===== config.mk =====
export PLATFORM = sky130hd
export DESIGN_NAME = relu_backward_flat
export DESIGN_NICKNAME = d
export VERILOG_FILES = /design/src/rtl/cnn_pkg.sv /design/src/rtl/relu_backward_if.sv /design/src/rtl/relu_mask_buf.sv /design/src/rtl/relu_backward.sv /design/src/flat_wrapper.sv
export SDC_FILE = /design/constraint.sdc
export NUM_CORES = 1
export LEC_CHECK = 0
export BUFFER_PORTS_ARGS = -buffer_cell sky130_fd_sc_hd__buf_2
export CAP_MARGIN = 20
export CORE_MARGIN = 2
export CORE_UTILIZATION = 45
export CTS_CLUSTER_DIAMETER = 50
export DETAILED_ROUTE_END_ITERATION = 10
export GPL_ROUTABILITY_DRIVEN = 0
export GPL_TIMING_DRIVEN = 1
export PLACE_DENSITY = 0.7
export SYNTH_ARGS = -nofsm -noshare
export SYNTH_HDL_FRONTEND = slang
export SYNTH_SLANG_ARGS = --single-unit

===== constraint.sdc =====
create_clock -name clk -period 13.8 [get_ports clk]
set_clock_uncertainty 0.15 [all_clocks]
set_input_delay 0.69 -clock clk [delete_from_list [all_inputs] [get_ports clk]]
set_output_delay 0.69 -clock clk [all_outputs]
set_load 0.02 [all_outputs]

===== src/rtl/cnn_pkg.sv =====
// Shared CNN datapath definitions: default word width and the ReLU-backward
// tile sequencing states.
package cnn_pkg;

  localparam int CNN_DATA_W = 16;

  typedef enum logic [1:0] {
    IDLE    = 2'd0,
    CAPTURE = 2'd1,
    DRAIN   = 2'd2
  } relu_bwd_state_t;

endpackage


===== src/rtl/relu_backward_if.sv =====
// Stream bundle for relu_backward: forward pre-activations in, upstream
// gradients in, gated gradients out, each with valid/ready.
interface relu_backward_if
  import cnn_pkg::*;
#(
  parameter int DATA_W = CNN_DATA_W
) ();

  logic              fwd_valid;
  logic              fwd_ready;
  logic [DATA_W-1:0] fwd_data;
  logic              fwd_last;

  logic              grad_in_valid;
  logic              grad_in_ready;
  logic [DATA_W-1:0] grad_in;

  logic              grad_out_valid;
  logic              grad_out_ready;
  logic [DATA_W-1:0] grad_out;
  logic              grad_out_last;

  modport master (
    output fwd_valid, fwd_data, fwd_last,
    output grad_in_valid, grad_in,
    output grad_out_ready,
    input  fwd_ready, grad_in_ready,
    input  grad_out_valid, grad_out, grad_out_last
  );

  modport slave (
    input  fwd_valid, fwd_data, fwd_last,
    input  grad_in_valid, grad_in,
    input  grad_out_ready,
    output fwd_ready, grad_in_ready,
    output grad_out_valid, grad_out, grad_out_last
  );

endinterface


===== src/rtl/relu_mask_buf.sv =====
// DEPTH x 1-bit ReLU mask store: synchronous write, combinational read, so it
// maps onto distributed RAM.
module relu_mask_buf #(
  parameter int DEPTH = 256,
  parameter int AW    = (DEPTH > 1) ? $clog2(DEPTH) : 1
) (
  input  logic          clk,
  input  logic          we,
  input  logic [AW-1:0] waddr,
  input  logic          wbit,
  input  logic [AW-1:0] raddr,
  output logic          rbit
);

  logic mem_q [DEPTH];

  // NOTE: no reset on the storage array; every entry read in a tile is
  // written earlier in that same tile, so stale contents are never observed.
  always_ff @(posedge clk) begin
    if (we) mem_q[waddr] <= wbit;
  end

  assign rbit = mem_q[raddr];

endmodule


===== src/rtl/relu_backward.sv =====
// ReLU backward stage: captures a tile of positive/non-positive mask bits from
// the forward pass, then gates the upstream gradient stream with them.
module relu_backward
  import cnn_pkg::*;
#(
  parameter int DATA_W = CNN_DATA_W,
  parameter int DEPTH  = 256,
  parameter int CNT_W  = $clog2(DEPTH) + 1
) (
  input  logic             clk,
  input  logic             rst,
  relu_backward_if.slave   bus,
  output logic [CNT_W-1:0] dead_count,
  output logic             tile_trunc
);

  localparam int              AW      = (DEPTH > 1) ? $clog2(DEPTH) : 1;
  localparam logic [CNT_W-1:0] DEPTH_C = CNT_W'(DEPTH);
  localparam logic [CNT_W-1:0] ONE     = CNT_W'(1);

  relu_bwd_state_t   state_q, state_d;
  logic [CNT_W-1:0]  wr_ptr_q, wr_ptr_d;
  logic [CNT_W-1:0]  rd_ptr_q, rd_ptr_d;
  logic [CNT_W-1:0]  dead_q, dead_d;
  logic              trunc_q, trunc_d;
  logic [DATA_W-1:0] gout_q, gout_d;
  logic              gout_valid_q, gout_valid_d;
  logic              gout_last_q, gout_last_d;

  logic fwd_ready, grad_in_ready;
  logic fwd_acc, grad_acc, out_done;
  logic fwd_pos, mask_rbit;

  // Strictly positive in two's complement: sign bit clear and not all zeros.
  assign fwd_pos       = !bus.fwd_data[DATA_W-1] && (|bus.fwd_data);
  assign fwd_ready     = (state_q == IDLE) || (state_q == CAPTURE);
  assign grad_in_ready = (state_q == DRAIN) && (rd_ptr_q < wr_ptr_q) &&
                         (!gout_valid_q || bus.grad_out_ready);
  assign fwd_acc       = bus.fwd_valid && fwd_ready;
  assign grad_acc      = bus.grad_in_valid && grad_in_ready;
  assign out_done      = gout_valid_q && bus.grad_out_ready && gout_last_q;

  relu_mask_buf #(
    .DEPTH (DEPTH),
    .AW    (AW)
  ) u_mask_buf (
    .clk   (clk),
    .we    (fwd_acc),
    .waddr (wr_ptr_q[AW-1:0]),
    .wbit  (fwd_pos),
    .raddr (rd_ptr_q[AW-1:0]),
    .rbit  (mask_rbit)
  );

  // NOTE: every signal written here gets its default first, so no path leaves
  // a value unassigned and no latch is inferred.
  always_comb begin
    state_d      = state_q;
    wr_ptr_d     = wr_ptr_q;
    rd_ptr_d     = rd_ptr_q;
    dead_d       = dead_q;
    trunc_d      = trunc_q;
    gout_d       = gout_q;
    gout_valid_d = gout_valid_q;
    gout_last_d  = gout_last_q;

    unique case (state_q)
      IDLE, CAPTURE: begin
        if (fwd_acc) begin
          wr_ptr_d = wr_ptr_q + ONE;
          if (!fwd_pos && (dead_q != DEPTH_C)) dead_d = dead_q + ONE;
          if (bus.fwd_last) begin
            state_d = DRAIN;
          end else if (wr_ptr_d == DEPTH_C) begin
            state_d = DRAIN;
            trunc_d = 1'b1;
          end else begin
            state_d = CAPTURE;
          end
        end
      end
      DRAIN: begin
        if (grad_acc) begin
          gout_d       = mask_rbit ? bus.grad_in : '0;
          gout_valid_d = 1'b1;
          gout_last_d  = (rd_ptr_q == (wr_ptr_q - ONE));
          rd_ptr_d     = rd_ptr_q + ONE;
        end else if (bus.grad_out_ready) begin
          gout_valid_d = 1'b0;
          gout_last_d  = 1'b0;
        end
        // The final beat leaves with rd_ptr == wr_ptr, so no gradient can be
        // accepted in the same cycle as the exit.
        if (out_done) begin
          state_d  = IDLE;
          wr_ptr_d = '0;
          rd_ptr_d = '0;
          dead_d   = '0;
        end
      end
      default: state_d = IDLE;
    endcase
  end

  // NOTE: state registers use non-blocking assignments so every flop samples
  // the pre-edge values regardless of process ordering.
  always_ff @(posedge clk) begin
    if (rst) begin
      state_q      <= IDLE;
      wr_ptr_q     <= '0;
      rd_ptr_q     <= '0;
      dead_q       <= '0;
      trunc_q      <= 1'b0;
      gout_q       <= '0;
      gout_valid_q <= 1'b0;
      gout_last_q  <= 1'b0;
    end else begin
      state_q      <= state_d;
      wr_ptr_q     <= wr_ptr_d;
      rd_ptr_q     <= rd_ptr_d;
      dead_q       <= dead_d;
      trunc_q      <= trunc_d;
      gout_q       <= gout_d;
      gout_valid_q <= gout_valid_d;
      gout_last_q  <= gout_last_d;
    end
  end

  assign bus.fwd_ready      = fwd_ready;
  assign bus.grad_in_ready  = grad_in_ready;
  assign bus.grad_out_valid = gout_valid_q;
  assign bus.grad_out       = gout_q;
  assign bus.grad_out_last  = gout_last_q;
  assign dead_count         = dead_q;
  assign tile_trunc         = trunc_q;

endmodule


===== src/flat_wrapper.sv =====
// flat-port wrapper written by rule: the top's interface ports become plain ports
module relu_backward_flat import cnn_pkg::*;
#(
  parameter int DATA_W = CNN_DATA_W,
  parameter int DEPTH  = 256,
  parameter int CNT_W  = $clog2(DEPTH) + 1
)
  (clk, rst, dead_count, tile_trunc, bus_fwd_valid, bus_fwd_data, bus_fwd_last, bus_grad_in_valid, bus_grad_in, bus_grad_out_ready, bus_fwd_ready, bus_grad_in_ready, bus_grad_out_valid, bus_grad_out, bus_grad_out_last);
  relu_backward_if #(.DATA_W(DATA_W)) bus_i ();
  input  logic clk;
  input  logic rst;
  output logic [CNT_W-1:0] dead_count;
  output logic tile_trunc;
  input wire logic [$bits(bus_i.fwd_valid)-1:0] bus_fwd_valid;
  input wire logic [$bits(bus_i.fwd_data)-1:0] bus_fwd_data;
  input wire logic [$bits(bus_i.fwd_last)-1:0] bus_fwd_last;
  input wire logic [$bits(bus_i.grad_in_valid)-1:0] bus_grad_in_valid;
  input wire logic [$bits(bus_i.grad_in)-1:0] bus_grad_in;
  input wire logic [$bits(bus_i.grad_out_ready)-1:0] bus_grad_out_ready;
  output wire logic [$bits(bus_i.fwd_ready)-1:0] bus_fwd_ready;
  output wire logic [$bits(bus_i.grad_in_ready)-1:0] bus_grad_in_ready;
  output wire logic [$bits(bus_i.grad_out_valid)-1:0] bus_grad_out_valid;
  output wire logic [$bits(bus_i.grad_out)-1:0] bus_grad_out;
  output wire logic [$bits(bus_i.grad_out_last)-1:0] bus_grad_out_last;
  assign bus_i.fwd_valid = bus_fwd_valid;
  assign bus_i.fwd_data = bus_fwd_data;
  assign bus_i.fwd_last = bus_fwd_last;
  assign bus_i.grad_in_valid = bus_grad_in_valid;
  assign bus_i.grad_in = bus_grad_in;
  assign bus_i.grad_out_ready = bus_grad_out_ready;
  assign bus_fwd_ready = bus_i.fwd_ready;
  assign bus_grad_in_ready = bus_i.grad_in_ready;
  assign bus_grad_out_valid = bus_i.grad_out_valid;
  assign bus_grad_out = bus_i.grad_out;
  assign bus_grad_out_last = bus_i.grad_out_last;
  relu_backward #(.DATA_W(DATA_W), .DEPTH(DEPTH), .CNT_W(CNT_W)) u_core (.clk(clk), .rst(rst), .bus(bus_i), .dead_count(dead_count), .tile_trunc(tile_trunc));
endmodule

==> results of run 1 <==
[how the worst max path moves through the flow]
stage	startpoint	end	slack, ns	depth (start not counted)
after detailed placement	register	u_core.bus.grad_out[6]$_SDFFE_PP0P_	9.66	8
final	register	u_core.bus.grad_out[6]$_SDFFE_PP0P_	9.78	8
after global placement	register	u_core.bus.grad_out[4]$_SDFFE_PP0P_	9.78	10
after CTS	register	u_core.bus.grad_out[6]$_SDFFE_PP0P_	9.70	10
after floorplan	bus_fwd_data[9]	u_core.u_mask_buf.mem_q[0]$_DFFE_PP_	3.61	2
after global routing	register	u_core.bus.grad_out[6]$_SDFFE_PP0P_	9.50	10
[area by class of cell]
type                       count  area, um2  area share, %
clock buffer                  33        783           4.94
sequential                   312       8810           55.6
clock inverter                25        302           1.90
inverter                      19       71.3          0.450
timing repair buffer          77        430           2.72
multi-input combinational    747       4950           31.2
tap                          402        503           3.17
[synth_stat cells, drive strengths merged, types with 12 or more instances]
cell type	instances	area share, %
a21oi	47	1.9
a22oi	14	0.74
buf	22	1.5
clkbuf	66	1.7
dfxtp	56	7.9
edfxtp	256	54
ha	16	1.4
inv	19	0.50
mux2i	19	1.3
mux4	55	8.7
nand2	70	1.8
nand3	52	2.2
nand4	15	0.66
nor2	313	8.2
nor3	12	0.42
o21ai	15	0.53
xor2	15	0.92
[report_power, final]
group	leakage (nW)	switching (mW)	total, mW	internal [mW]
combinational	1.58	0.0422	0.0583	0.0161
clock	0.531	0.368	0.895	0.527
sequential	2.75	0.00287	1.02	1.02
[per-stage QoR]
| step | hold WS, ns | power (mW) | utilization, % | std cells |
|---|---|---|---|---|
| finish | 0.191 | 1.97 | 50.5 | 1615 |
| global route | 0.186 | 2.02 | 50.5 | 1615 |
| CTS | 0.178 | 1.98 | 50.4 | 1614 |
| detailed placement | 0.295 | 1.10 | 47.0 | 1556 |
| global placement | 0.290 | 1.10 | 47.0 | 1556 |
| floorplan | 0.297 | 1.09 | - | 1166 |
[logic make-up after synthesis]
logic type,after synthesis
xor+xnor,24
compound gates,121
simple gates,508
fa+ha+maj,16
flops,312
buf+inv,107
mux,78
[state kept, by name, summed over array words and instances (netlist names), named ones only]
name	flops
u_core.tile_trunc	1
u_core.dead_count	9
u_core.wr_ptr_q	9
u_core.bus.grad_out	16
u_core.u_mask_buf.mem_q	256
u_core.rd_ptr_q	9
u_core.bus.grad_out_valid	1
u_core.state_q	2
u_core.bus.grad_out_last	1
[layer usage]
metal	GRT usage [%]	routed length [um]	vias to the layer above
met4	6.45	885	0
met3	3.07	2370	66
met2	34.3	16700	364
met5	0	0	-
met1	27.3	13700	4732
li1	-	-	4275
[worst reg2reg max path, delay by kind of cell, from the launching register on]
kind,cells,cell delay [ns]
mux,2,1.10
compound gates,3,0.68
flops,1,0.82
simple gates,1,0.12
buf+inv,2,1.00
==> run summary, run 1 <==
dpl cell area -> 14,800 um2
R2R cell count -> 8
drt first pass iters -> 8
diodes inserted -> 0
Worst slew margin -> 28.5%
WP data required -> 14.08 ns
Crit path largest cell delay -> 0.82 ns
layout cells sized above 1 -> 17.5%
syn_nets -> 1,220
Min Clock Period, post-route -> 4.02 ns
status -> finished, final reports clean
area grow syn2layout -> 11.2%
WL final -> 33,700 um
final setup fails -> 0
Sink Count -> 312
die area -> 33,100 um2
cell with the largest stage delay on the worst path -> dfxtp_4
Final Hold Vio Count -> 0
most frequent cells in the layout -> 313 x nor2_1, 256 x edfxtp_1, 70 x nand2_1
slew at the pin closest to its max-slew limit -> 1.07 ns
Mapped Cells -> 1,166
critical path type -> register to register
H-Tree Depth -> 1
height of the die -> 182 um
largest family of logic cells by synthesized area -> simple AND/OR/NAND/NOR gates
final cell area excluding filler cells -> 15,900 um2
RSZ-0062 raised after global routing -> false
simple-gate portion of the synthesized area -> 15.5%
Worst path top cell family by delay -> multiplexers
FFs w/ async S/R, synth -> 0%
initial antenna violation count -> 0
number of flops mapped to enable cells by yosys -> 256
Final Max Slew Viols -> 0
mux cell area share after synthesis -> 10.3%
TritonCTS clock tree -> done
starting density of the core -> 45.4%
post-synthesis register bit count -> 312
Startpoint Class -> register
Peak VDD IR -> 0.0000872 V
total track usage -> 20.4%
Synth Cell Area -> 14,300 um2
Avg Cell Area, Syn -> 12.2 um2
Final #Nets -> 1,242
Clock Latency Late Sink -> 0.58 ns
Worst-path clk slew -> 0.06 ns
setup_tns -> 0 ns
commonest non-fill, non-tap cell in the layout -> nor2_1
largest net degree at the start of global routing -> 256
sequential share of the synthesized area -> 61.8%
final worst slack -> 9.78 ns
Hold Path Origin -> bus_grad_in[5]
Num CTS Buffers -> 31
fillers -> 2,723
# rows -> 65
worst hold path type -> input pin to register
Final Cycle Share -> 29.1%
DRC Markers -> 0
Initial DRC Count -> 1,034
Hold Crit Depth -> 3
cts repair resizes -> 0
crit path DAT -> 4.30 ns
maximum fanout along the worst path -> 40
Die W -> 182 um
Vias/cell -> 5.84
Most used DFF post-synth -> edfxtp_1
dpl hpwl -> 20,200 um
first-pass GRT wire length -> 52,400 um
max-cap violations -> 0
Power Density -> 125 nW/um2
Hold EP -> u_core.bus.grad_out[5]$_SDFFE_PP0P_
Reg2Reg Setup Slack -> 9.78 ns
XOR/XNOR Fraction of Synth Area -> 1.47%
Crit Reg-Reg Endpoint -> u_core.bus.grad_out[6]$_SDFFE_PP0P_
Hold-fix buffers, CTS -> 0
DR vias -> 9,437
total grt overflow -> 0
CP endpoint kind -> register
P_leak -> 4.86 nW
clk buf depth -> 3
DR WL/cell -> 20.9 um
maximum clock frequency -> 249 MHz
post-route ant nets -> 0
I/O pins -> 68
crit-path cells -> buf_4, mux4_2, mux4_2, a311oi_1, o32ai_2, buf_4, nand3_1, a21oi_1
root buf cell -> clkbuf_16
core area -> 31,400 um2
synth unique cells -> 57
share of the synthesized area in compound gates (AO/OA/AOI/OAI) -> 5.86%
setup bufs post-CTS -> 0
synth warn -> 0
Buf/Inv on CP -> 2
Post-Synth Adder-Cell Area -> 1.40%
IO buf count -> 67
vias in the first global route -> 9,254
post-place setup slack -> 9.66 ns
Power figures use the tool's default switching activity.
==> run 2: changes to the inputs <==
- ABC_AREA: default -> 1
- PLACE_DENSITY: 0.7 -> 0.73
- clock period: 13.8 -> 3.4 ns (I/O delays scaled with it)
==> run summary, run 2 <==
maximum fanout along the worst path -> 34
Clock Latency Late Sink -> 0.52 ns
Initial DRC Count -> 1,195
R2R cell count -> 14
syn_nets -> 1,650
Sink Count -> 312
slew at the pin closest to its max-slew limit -> 0.983 ns
DR WL/cell -> 17.5 um
final cell area excluding filler cells -> 16,600 um2
total track usage -> 21.7%
initial antenna violation count -> 0
Final Max Slew Viols -> 0
drt first pass iters -> 5
Synth Cell Area -> 14,500 um2
critical path type -> register to register
H-Tree Depth -> 2
WP data required -> 3.66 ns
Cells after DPL -> 1,992
synth warn -> 0
fillers -> 2,796
FFs w/ async S/R, synth -> 0%
clk buf depth -> 3
Final #Nets -> 1,707
Most used DFF post-synth -> edfxtp_1
Synth top area share -> 53.0%
WL final -> 36,500 um
sequential share of the synthesized area -> 60.7%
max-cap violations -> 0
CP endpoint kind -> register
area grow syn2layout -> 14.4%
status -> finished, final reports clean
Worst-path clk slew -> 0.06 ns
fin cells -> 2,080
first-pass GRT wire length -> 58,100 um
cts repair resizes -> 0
count leader, synth -> nand2_1
I/O pins -> 68
Power Density -> 501 nW/um2
Hold Crit Depth -> 7
die area -> 33,700 um2
Worst slew margin -> 34.5%
maximum clock frequency -> 322 MHz
Synth top cells by count -> 381 x nand2_1, 316 x nor2_1, 265 x nand3_1
Biggest register -> u_core.u_mask_buf.mem_q
P_leak -> 5.94 nW
Min Clock Period, post-route -> 3.11 ns
setup bufs post-CTS -> 0
TritonCTS clock tree -> done
most frequent cells in the layout -> 381 x nand2_1, 315 x nor2_1, 265 x nand3_1
RSZ-0062 raised after global routing -> false
Final Cycle Share -> 91.4%
diodes inserted -> 0
Final Hold Vio Count -> 0
layout cells sized above 1 -> 9.42%
total grt overflow -> 0
Peak VDD IR -> 0.000329 V
final setup fails -> 0
total power draw -> 8.32 mW
Avg Cell Area, Syn -> 9.09 um2
number of flops mapped to enable cells by yosys -> 256
max reg flops -> 256
largest net degree at the start of global routing -> 257
DR vias -> 11.5k
post-route ant nets -> 0
dpl hpwl -> 21,700 um
Mapped Cells -> 1,596
worst hold path type -> input pin to register
root buf cell -> clkbuf_16
setup_tns -> 0 ns
DRC Markers -> 0
Min Hold Slack -> 0.265 ns
Num CTS Buffers -> 36
IO buf count -> 67
crit path DAT -> 3.37 ns
Area contributors post-synth -> edfxtp_1 53%, nand2_1 9.9%, nand3_1 9.1%
core area -> 31,600 um2
commonest non-fill, non-tap cell in the layout -> nand2_1
post-synthesis register bit count -> 312
vias in the first global route -> 11.1k
synth unique cells -> 30
height of the die -> 184 um
cell taking the most area after synthesis -> edfxtp_1
dpl cell area -> 15,200 um2
Die W -> 184 um
# rows -> 65
starting density of the core -> 45.8%
Vias/cell -> 5.52
Startpoint Class -> register
[run 2: cell types whose count changed after synthesis, sizes merged, moves of 9 or more]
| cell | before | now |
|---|---|---|
| nand2 | 70 | 383 |
| nor2b | 9 | 0 |
| mux2i | 19 | 0 |
| nand3 | 52 | 265 |
| o21ai | 15 | 25 |
| a22oi | 14 | 0 |
| clkbuf | 66 | 53 |
| mux4 | 55 | 0 |
| nand4 | 15 | 6 |
| buf | 22 | 45 |
| inv | 19 | 70 |
[run 2: area by class of cell]
class | count | area (um2) | area share [%]
Sequential cell | 312 | 8810 | 53.1
Clock buffer | 43 | 991 | 5.97
Tap cell | 402 | 503 | 3.03
Inverter | 72 | 275 | 1.66
Clock inverter | 20 | 194 | 1.17
Timing Repair Buffer | 117 | 848 | 5.11
Multi-Input combinational cell | 1114 | 4970 | 30.0
[run 2: final timing paths]
| kind | from | end | slack, ns |
|---|---|---|---|
| max | u_core.wr_ptr_q[2]$_SDFFE_PP0P_ | u_core.bus.grad_out_valid$_SDFFE_PP0P_ | 0.29 |
| min | bus_fwd_data[15] | u_core.dead_count[6]$_SDFFE_PP0P_ | 0.27 |
| max reg2reg | u_core.wr_ptr_q[2]$_SDFFE_PP0P_ | u_core.bus.grad_out_valid$_SDFFE_PP0P_ | 0.29 |
| min reg2reg | u_core.wr_ptr_q[8]$_SDFFE_PP0P_ | u_core.wr_ptr_q[8]$_SDFFE_PP0P_ | 0.35 |
[run 2: kinds of logic (layout without fill, tap and decap cells)]
logic type      count (synthesis)  count (layout)  synth area share, %
compound gates                 81              81                 2.93
xor+xnor                       25              25                 1.51
fa+ha+maj                      16              16                 1.38
buf+inv                       170             252                 5.01
flops                         312             312                 60.7
simple gates                  992             992                 28.4
[run 2: through the flow]
stage | utilization (%) | setup WS (ns)
after floorplan | - | 0.150
after global placement | 47.9 | 0.783
after detailed placement | 47.9 | 0.730
after CTS | 52.5 | 0.320
after global routing | 52.5 | 0.0331
final | 52.5 | 0.294
[run 2: worst max-delay path, stage by stage, from the launching register on]
cell,delay [ns]
dfxtp_1,0.50
inv_1,0.17
ha_1,0.34
a21oi_1,0.13
o21ai_0,0.09
nand2_1,0.06
nand3_1,0.08
nor3_2,0.16
nand2_1,0.13
inv_1,0.07
buf_4,0.28
o21ai_0,0.15
nand2_1,0.08
a21oi_1,0.05
dlygate4sd3_1,0.56
[run 2: where the power goes]
group | internal, mW | switching [mW]
clock network | 2.26 | 1.56
registers | 4.14 | 0.0143
logic | 0.105 | 0.230
total | 6.51 | 1.81
[run 2: layer usage]
metal | GRT usage, % | vias to the layer above | share of wire, %
met1 | 27.9 | 5449 | 40
met5 | 0 | - | 0
li1 | - | 5445 | -
met3 | 3.86 | 85 | 8.8
met4 | 6.46 | 0 | 2.8
met2 | 37.4 | 505 | 49
[run 2: timing repair]
action	4_1_cts	5_1_grt
hold endpoints to repair	36	0
hold buffers	25	0
endpoints found under the setup margin	0	0
